$ cat src/rtl/demux_router.sv
// demux_router: registered 1-to-3 demultiplexer with one-hot select checking.
//
// Steers ip to one of op1..op3 under {sel3,sel2,sel1}. Illegal selects (two or
// more bits set) are flagged, counted and, when they repeat back to back,
// lock out routing until err_clr.
//
// Ports:
//   clock      rising-edge clock
//   reset      synchronous active-high reset (priority over everything)
//   ip         data to route
//   sel1..3    lane selects, expected one-hot or all-zero
//   err_clr    clears error state and returns FSM to RUN
//   op1..3     registered lane data; unselected lanes hold
//   op_valid   one-cycle strobe, bit k-1 = opk updated
//   sel_err    one-cycle pulse for a counted illegal select
//   err_sticky set by any counted illegal select
//   err_count  saturating illegal-select count
//   locked     high while in LOCKED
//
// state  | meaning
// RUN    | normal routing, tracking consecutive illegal selects
// LOCKED | routing disabled after LOCK_THRESH back-to-back illegal selects
module demux_router #(
   parameter int WIDTH       = 4,
   parameter int ERR_CNT_W   = 4,
   parameter int LOCK_THRESH = 3
) (
   input  logic                 clock,
   input  logic                 reset,
   input  logic [WIDTH-1:0]     ip,
   input  logic                 sel1,
   input  logic                 sel2,
   input  logic                 sel3,
   input  logic                 err_clr,
   output logic [WIDTH-1:0]     op1,
   output logic [WIDTH-1:0]     op2,
   output logic [WIDTH-1:0]     op3,
   output logic [2:0]           op_valid,
   output logic                 sel_err,
   output logic                 err_sticky,
   output logic [ERR_CNT_W-1:0] err_count,
   output logic                 locked
);

   typedef enum logic {RUN = 1'b0, LOCKED = 1'b1} state_t;

   state_t                r_state;
   state_t                w_state_nxt;
   logic [2:0]            r_consec;
   logic [2:0]            w_consec_nxt;
   logic [2:0]            w_sel;
   logic                  w_legal;
   logic                  w_illegal;
   logic                  w_route;
   logic                  w_count_err;
   logic [WIDTH-1:0]      r_op1;
   logic [WIDTH-1:0]      r_op2;
   logic [WIDTH-1:0]      r_op3;
   logic [2:0]            r_op_valid;
   logic                  r_sel_err;
   logic                  r_err_sticky;
   logic [ERR_CNT_W-1:0]  r_err_count;

   assign w_sel = {sel3, sel2, sel1};

   always_comb begin
      w_legal      = 1'b0;
      w_illegal    = 1'b0;
      w_route      = 1'b0;
      w_count_err  = 1'b0;
      w_state_nxt  = r_state;
      w_consec_nxt = r_consec;

      // One-hot test: nonzero with no second bit set.
      w_legal   = (w_sel != 3'b000) && ((w_sel & (w_sel - 3'd1)) == 3'b000);
      w_illegal = (w_sel != 3'b000) && !w_legal;

      // A legal select routes only when RUN at this edge, even alongside err_clr.
      w_route     = w_legal && (r_state == RUN);
      w_count_err = w_illegal && !err_clr;

      if (err_clr) begin
         w_state_nxt  = RUN;
         w_consec_nxt = 3'd0;
      end else begin
         case (r_state)
            RUN: begin
               if (w_illegal) begin
                  w_consec_nxt = r_consec + 3'd1;
                  if ((r_consec + 3'd1) == 3'(LOCK_THRESH))
                     w_state_nxt = LOCKED;
               end else begin
                  w_consec_nxt = 3'd0;
               end
            end
            LOCKED: begin
               w_state_nxt  = LOCKED;
               w_consec_nxt = r_consec;
            end
            default: begin
               w_state_nxt  = RUN;
               w_consec_nxt = 3'd0;
            end
         endcase
      end
   end

   always_ff @(posedge clock) begin
      if (reset) begin
         r_state  <= RUN;
         r_consec <= 3'd0;
      end else begin
         r_state  <= w_state_nxt;
         r_consec <= w_consec_nxt;
      end
   end

   always_ff @(posedge clock) begin
      if (reset) begin
         r_op1        <= '0;
         r_op2        <= '0;
         r_op3        <= '0;
         r_op_valid   <= 3'b000;
         r_sel_err    <= 1'b0;
         r_err_sticky <= 1'b0;
         r_err_count  <= '0;
      end else begin
         r_op_valid <= w_route ? w_sel : 3'b000;
         r_sel_err  <= w_count_err;
         if (w_route && sel1) r_op1 <= ip;
         if (w_route && sel2) r_op2 <= ip;
         if (w_route && sel3) r_op3 <= ip;
         if (err_clr) begin
            r_err_sticky <= 1'b0;
            r_err_count  <= '0;
         end else if (w_count_err) begin
            r_err_sticky <= 1'b1;
            if (r_err_count != '1)
               r_err_count <= r_err_count + 1'b1;
         end
      end
   end

   assign op1        = r_op1;
   assign op2        = r_op2;
   assign op3        = r_op3;
   assign op_valid   = r_op_valid;
   assign sel_err    = r_sel_err;
   assign err_sticky = r_err_sticky;
   assign err_count  = r_err_count;
   assign locked     = (r_state == LOCKED);

endmodule

$ cat config.mk
export PLATFORM = sky130hd
export DESIGN_NAME = demux_router
export DESIGN_NICKNAME = d
export VERILOG_FILES = /design/src/rtl/demux_router.sv
export SDC_FILE = /design/constraint.sdc
export NUM_CORES = 1
export LEC_CHECK = 0
export ABC_AREA = 1
export BUFFER_PORTS_ARGS = -buffer_cell sky130_fd_sc_hd__buf_2
export CORE_ASPECT_RATIO = 1.4
export CORE_MARGIN = 4
export CORE_UTILIZATION = 40
export DETAILED_ROUTE_END_ITERATION = 6
export PLACE_DENSITY = 0.63
export SLEW_MARGIN = 15
export SYNTH_ARGS = -nofsm -noshare
export SYNTH_HDL_FRONTEND = slang
export SYNTH_SLANG_ARGS = --single-unit
$ cat constraint.sdc
create_clock -name clock -period 1.1 [get_ports clock]
set_input_delay 0.055 -clock clock [delete_from_list [all_inputs] [get_ports clock]]
set_output_delay 0.055 -clock clock [all_outputs]
set_load 0.01 [all_outputs]
---- Yosys cells after proc, flatten, opt, wreduce, memory -nomap -nowiden ----
Cells that the tools add are included.
cells by class
  add/subtract/negate cells ............... 3
  equality and inequality tests ........... 2
  muxes and demuxes ....................... 5
  bitwise logic cells ..................... 3
  reductions and logical operators ........ 14
operators with widths
  kind                                                  count
  logical AND 1 bit                                     7
  two-way mux 3 bit                                     2
  adder 4 x 1 -> 4 bit (second input constant)          1
  != test 4 bit (second input constant)                 1
  OR reduction 2 bit                                    2
  adder 3 x 1 -> 3 bit (second input constant)          1
  bitwise AND 3 bit                                     1
  equality test 3 x 2 -> 1 bit (second input constant)  1
  zero test 3 bit                                       1
  nonzero test 3 bit                                    1
  subtractor 3 x 1 -> 3 bit (second input constant)     1
  zero test 1 bit                                       2
  two-way mux 1 bit                                     2
  inverter 1 bit                                        2
  one-hot mux 1 bit (2 select lines)                    1
  AND reduction 2 bit                                   1
word-level totals
  bits in registers ....................... 25
  output and inout bits ................... 22
  word-level logic and storage cells ...... 36

---- Longest topological paths before layout ----
  depth after elaboration ................. 8
  depth in mapped cells ................... 6
  gate-level depth less buffers ........... 6

---- Worst setup path before layout ----
Ideal clock, no wire load.
  path type ............................... reg2reg
  start point ............................. register r_err_count[1] (netlist: err_count[1])
  end point ............................... register r_err_count[1] (netlist: err_count[1])
  setup time .............................. 0.113 ns
  arrival ................................. 1.014 ns
  required time ........................... 0.987 ns
  slack ................................... -0.027 ns
  stages on the path, launching flop included .. 6
  buffers on the path ..................... 0
  clock period less this slack ............ 1.127 ns
  cells stage by stage .................... dfxtp_1 > ha_1 > nand3_1 > nand4_2 > nor2b_1 > nor2_1
on the way
  word-level cells in the longest chain between the ends .. 2
RTL lines
  what                                                          line  RTL
  start, declared                                               62    logic [ERR_CNT_W-1:0] r_err_count;
  start signal, assigned                                        139   r_err_count <= r_err_count + 1'b1;
  branches (longest 2 deep; another with adder 4 x 1 -> 4 bit)  --
Parallel ways; which one is timed is not known.
A chain may end at the register's enable or synchronous reset.

---- Worst setup path after layout ----
  start point ............................. register r_err_count[0] (netlist: err_count[0])
  end point ............................... register r_err_count[1] (netlist: err_count[1])
The elaborated chain is that of the path after synthesis.

==> metrics.yaml <==
yosys:
  synthArstFlopShare_pct: 0
  yosysTopAreaCell: "dfxtp_1"
  yosysMostFrequentCell: "nand2_1"
  ys_seq_area_share_pct: 47.7
  yosysUniqueCellTypes: 20
  netlist.area_leader.share_pct: 47.7
  synth_common_cells: "nand2_1 (29), dfxtp_1 (25), nor2_1 (20)"
  synth_seq_cells: 25
  synth_flop_cell: "dfxtp_1"
  syn-num-nets: 146
  ys_warn_count: 0
  postSynthCellCount: 133
  synth_area_mm2: 0.00105
  synth-edff-count: 0
  synth_area_leaders: "dfxtp_1 (48%), nand2_1 (10%), nor2_1 (7.2%)"
  syn_avg_cell_area_um2: 7.89
critical_path:
  crit_cells: 5
  critPathSlowestCell: "dfxtp_2"
  critPathMaxStageDelay_ns: 0.36
  worstPathRequired_ns: 1.36
  path_max_fanout: 4
  cp-end-kind: "register"
  crit_type: "register to register"
  r2r-start: "err_count[0]"
  r2r_cells: 5
  crit_family: "simple AND/OR/NAND/NOR gates"
  cp.arrival_ns: 1.30
  worstSetupStartpoint: "err_count[0]"
  cp_cell_sequence: "ha_4 -> nand3_2 -> nand4_2 -> nor2b_1 -> nor2_1"
  rr_endpoint: "err_count[1]"
  cp-start-kind: "register"
  r2r_setup_slack_ns: 0.06
  critPathBufInv: 0
final_layout:
  fillers: 243
  diodes: 0
  layout-drive-gt1-share_pct: 35.1
  area_delta_synth_final_pct: 30.3
  final_nets: 188
global_route:
  grt_pass1_vias: 950
  grt_max_degree: 15
  grt_usage_pct: 14.7
  antenna_found_initial: 0
  grt_pass1_wl_um: 3930
  grt-ovfl-total: 0
power_and_ir_drop:
  pwr-share-clk_pct: 25.6
  power_density_mw_per_mm2: 1150
  power_switching_mw: 0.417
  vdd_ir_drop_max_mv: 0.656
  total_leakage_power_nw: 0.656
  intPower_mw: 1.16
  combPwrFrac_pct: 13.9
  swShare_pct: 26.5
  p_seq_share_pct: 60.5
drt:
  vias_per_cell: 4.78
  drc: 0
  first_iter_violations: 19
  totalWireLength_um: 2370
  antenna_left: 0
  wire_per_inst_um: 11.4
  dr.pass1.iters: 4
  via_count: 994
timing:
  finalMaxSlewViolations: 0
  rsz0062_at_grt: "yes"
  maxSlewHeadroom_pct: 85.2
  setup_tns_ns: 0
  layout_setup_ws_ns: 0.0594
  finalHoldViolations: 0
  fmax_mhz: 961
  skew_ns: 0.0101
  post-route-min-period_ns: 1.04
  setup_viol: 0
  fin_crit_sh_pct: 94.6
  worstMarginPinSlew_ns: 0.221
cts:
  root_buffer: "clkbuf_4"
  numCtsBuffers: 3
  cts_sinks: 25
  htree_levels: 1
  insertion_delay_ns: 0.31
  cts_buffer_depth: 2
  path_clk_slew_ns: 0.14
  cts_tree: "yes"
placement:
  place_hpwl_um: 1890
  place_ws_ns: -0.0241
  io_buffer_count: 31
  gp_congestion: 0.773
hold_path:
  hold_depth: 3
  hold_path_startpoint: "ip[3]"
  min_to: "op1[3]"
  hold_path_class: "primary input to register"
flow_run:
  drv_cap: 0
floorplan:
  fp.dieH_um: 68.6
  row_count: 21
  die_x_um: 51.3
  start_util_pct: 43.0
  dieArea_mm2: 0.00352
  core_mm2: 0.00244
  ios: 32
status:
  status: "finished, final reports clean"
-- sequential cells by signal, indices dropped and copies added, names as in the netlist --
register	count
sel_err	1
locked	1
r_consec	3
op3	4
err_count	4
op2	4
err_sticky	1
op1	4
op_valid	3
-- power by group through the flow --
stage | combinational [mW] | clock [mW] | sequential, mW
CTS | 0.212 | 0.419 | 0.951
floorplan | 0.106 | 0 | 0.986
global route | 0.246 | 0.468 | 0.957
finish | 0.219 | 0.403 | 0.952
global placement | 0.206 | 0 | 0.970
detailed placement | 0.208 | 0 | 0.972
-- layout by cell type, fill, tap and decap left out --
cell and n:
buf_4 6, nand4_4 2, buf_2 31, xnor2_1 1
nand2_2 1, dfxtp_2 2, nor2_1 20, dlygate4sd3_1 1
nand2_1 29, o31ai_1 1, inv_2 6, nor2b_1 1
ha_4 1, ha_1 2, nand2_4 2, a21oi_1 11
dfxtp_1 23, o21ai_1 2, nor2_4 1, a21oi_2 2
nand3_1 6, clkbuf_4 3, inv_1 9, nand4_1 7
nand4_2 1, nand3_2 2, clkinv_2 1
-- through the flow --
step                      hold slack (ns)  instances  cell area [um^2]  util (%)  power (mW)
after floorplan                     0.124        133              1050         -        1.09
after global placement              0.320        202              1290      52.6        1.18
final                             0.00147        208              1370      56.0        1.57
after global routing              0.00108        208              1370      56.0        1.67
after detailed placement            0.328        202              1290      52.6        1.18
after CTS                        0.000569        207              1330      54.3        1.58
-- timing repair --
item | CTS | global route
gates cloned | 0 | 0
setup buffers | 1 | 0
endpoints found under the hold margin | 0 | 1
endpoints found under the setup margin | 1 | 7
pin swaps | 1 | 0
hold buffers | 0 | 1
gates resized for setup | 1 | 4
-- area by class of cell --
cell class / count / area (um^2) / share of cell area (%)
flip-flops and latches: 25 / 503 / 36.8
repair buffers: 38 / 210 / 15.4
clock buffers: 3 / 22.5 / 1.65
well taps: 34 / 42.5 / 3.11
inverters: 15 / 56.3 / 4.12
multi-input cells: 92 / 528 / 38.6
clock inverters: 1 / 5.00 / 0.366
-- worst min-delay path, cell delays in order --
cell and delay, ns:
buf_2 0.10, nor2_1 0.04, nor2_1 0.09
-- layer usage --
layer  wire [um]  global-route usage [%]  vias to the layer above
met5           0                       0                        -
met4          19                    6.23                        0
met3         110                    2.15                        2
met2        1240                    28.1                       25
met1        1010                    15.9                      451
li1            -                       -                      516
-- logic make-up after synthesis --
logic type / after synthesis / synth area share [%]
flops: 25 / 47.7
compound gates: 16 / 8.22
fa+ha+maj: 3 / 3.58
xor+xnor: 1 / 0.834
simple gates: 72 / 34.0
buf+inv: 16 / 5.72
-- how the worst max path moves through the flow --
stage                              end  slack (ns)
after detailed placement  err_count[1]       -0.02
final                     err_count[1]        0.06
after global placement    err_count[1]        0.05
after global routing            op3[1]      -0.003
after floorplan           err_count[1]        0.04
after CTS                 err_count[1]        0.03
(Power assumes the default switching activity.)
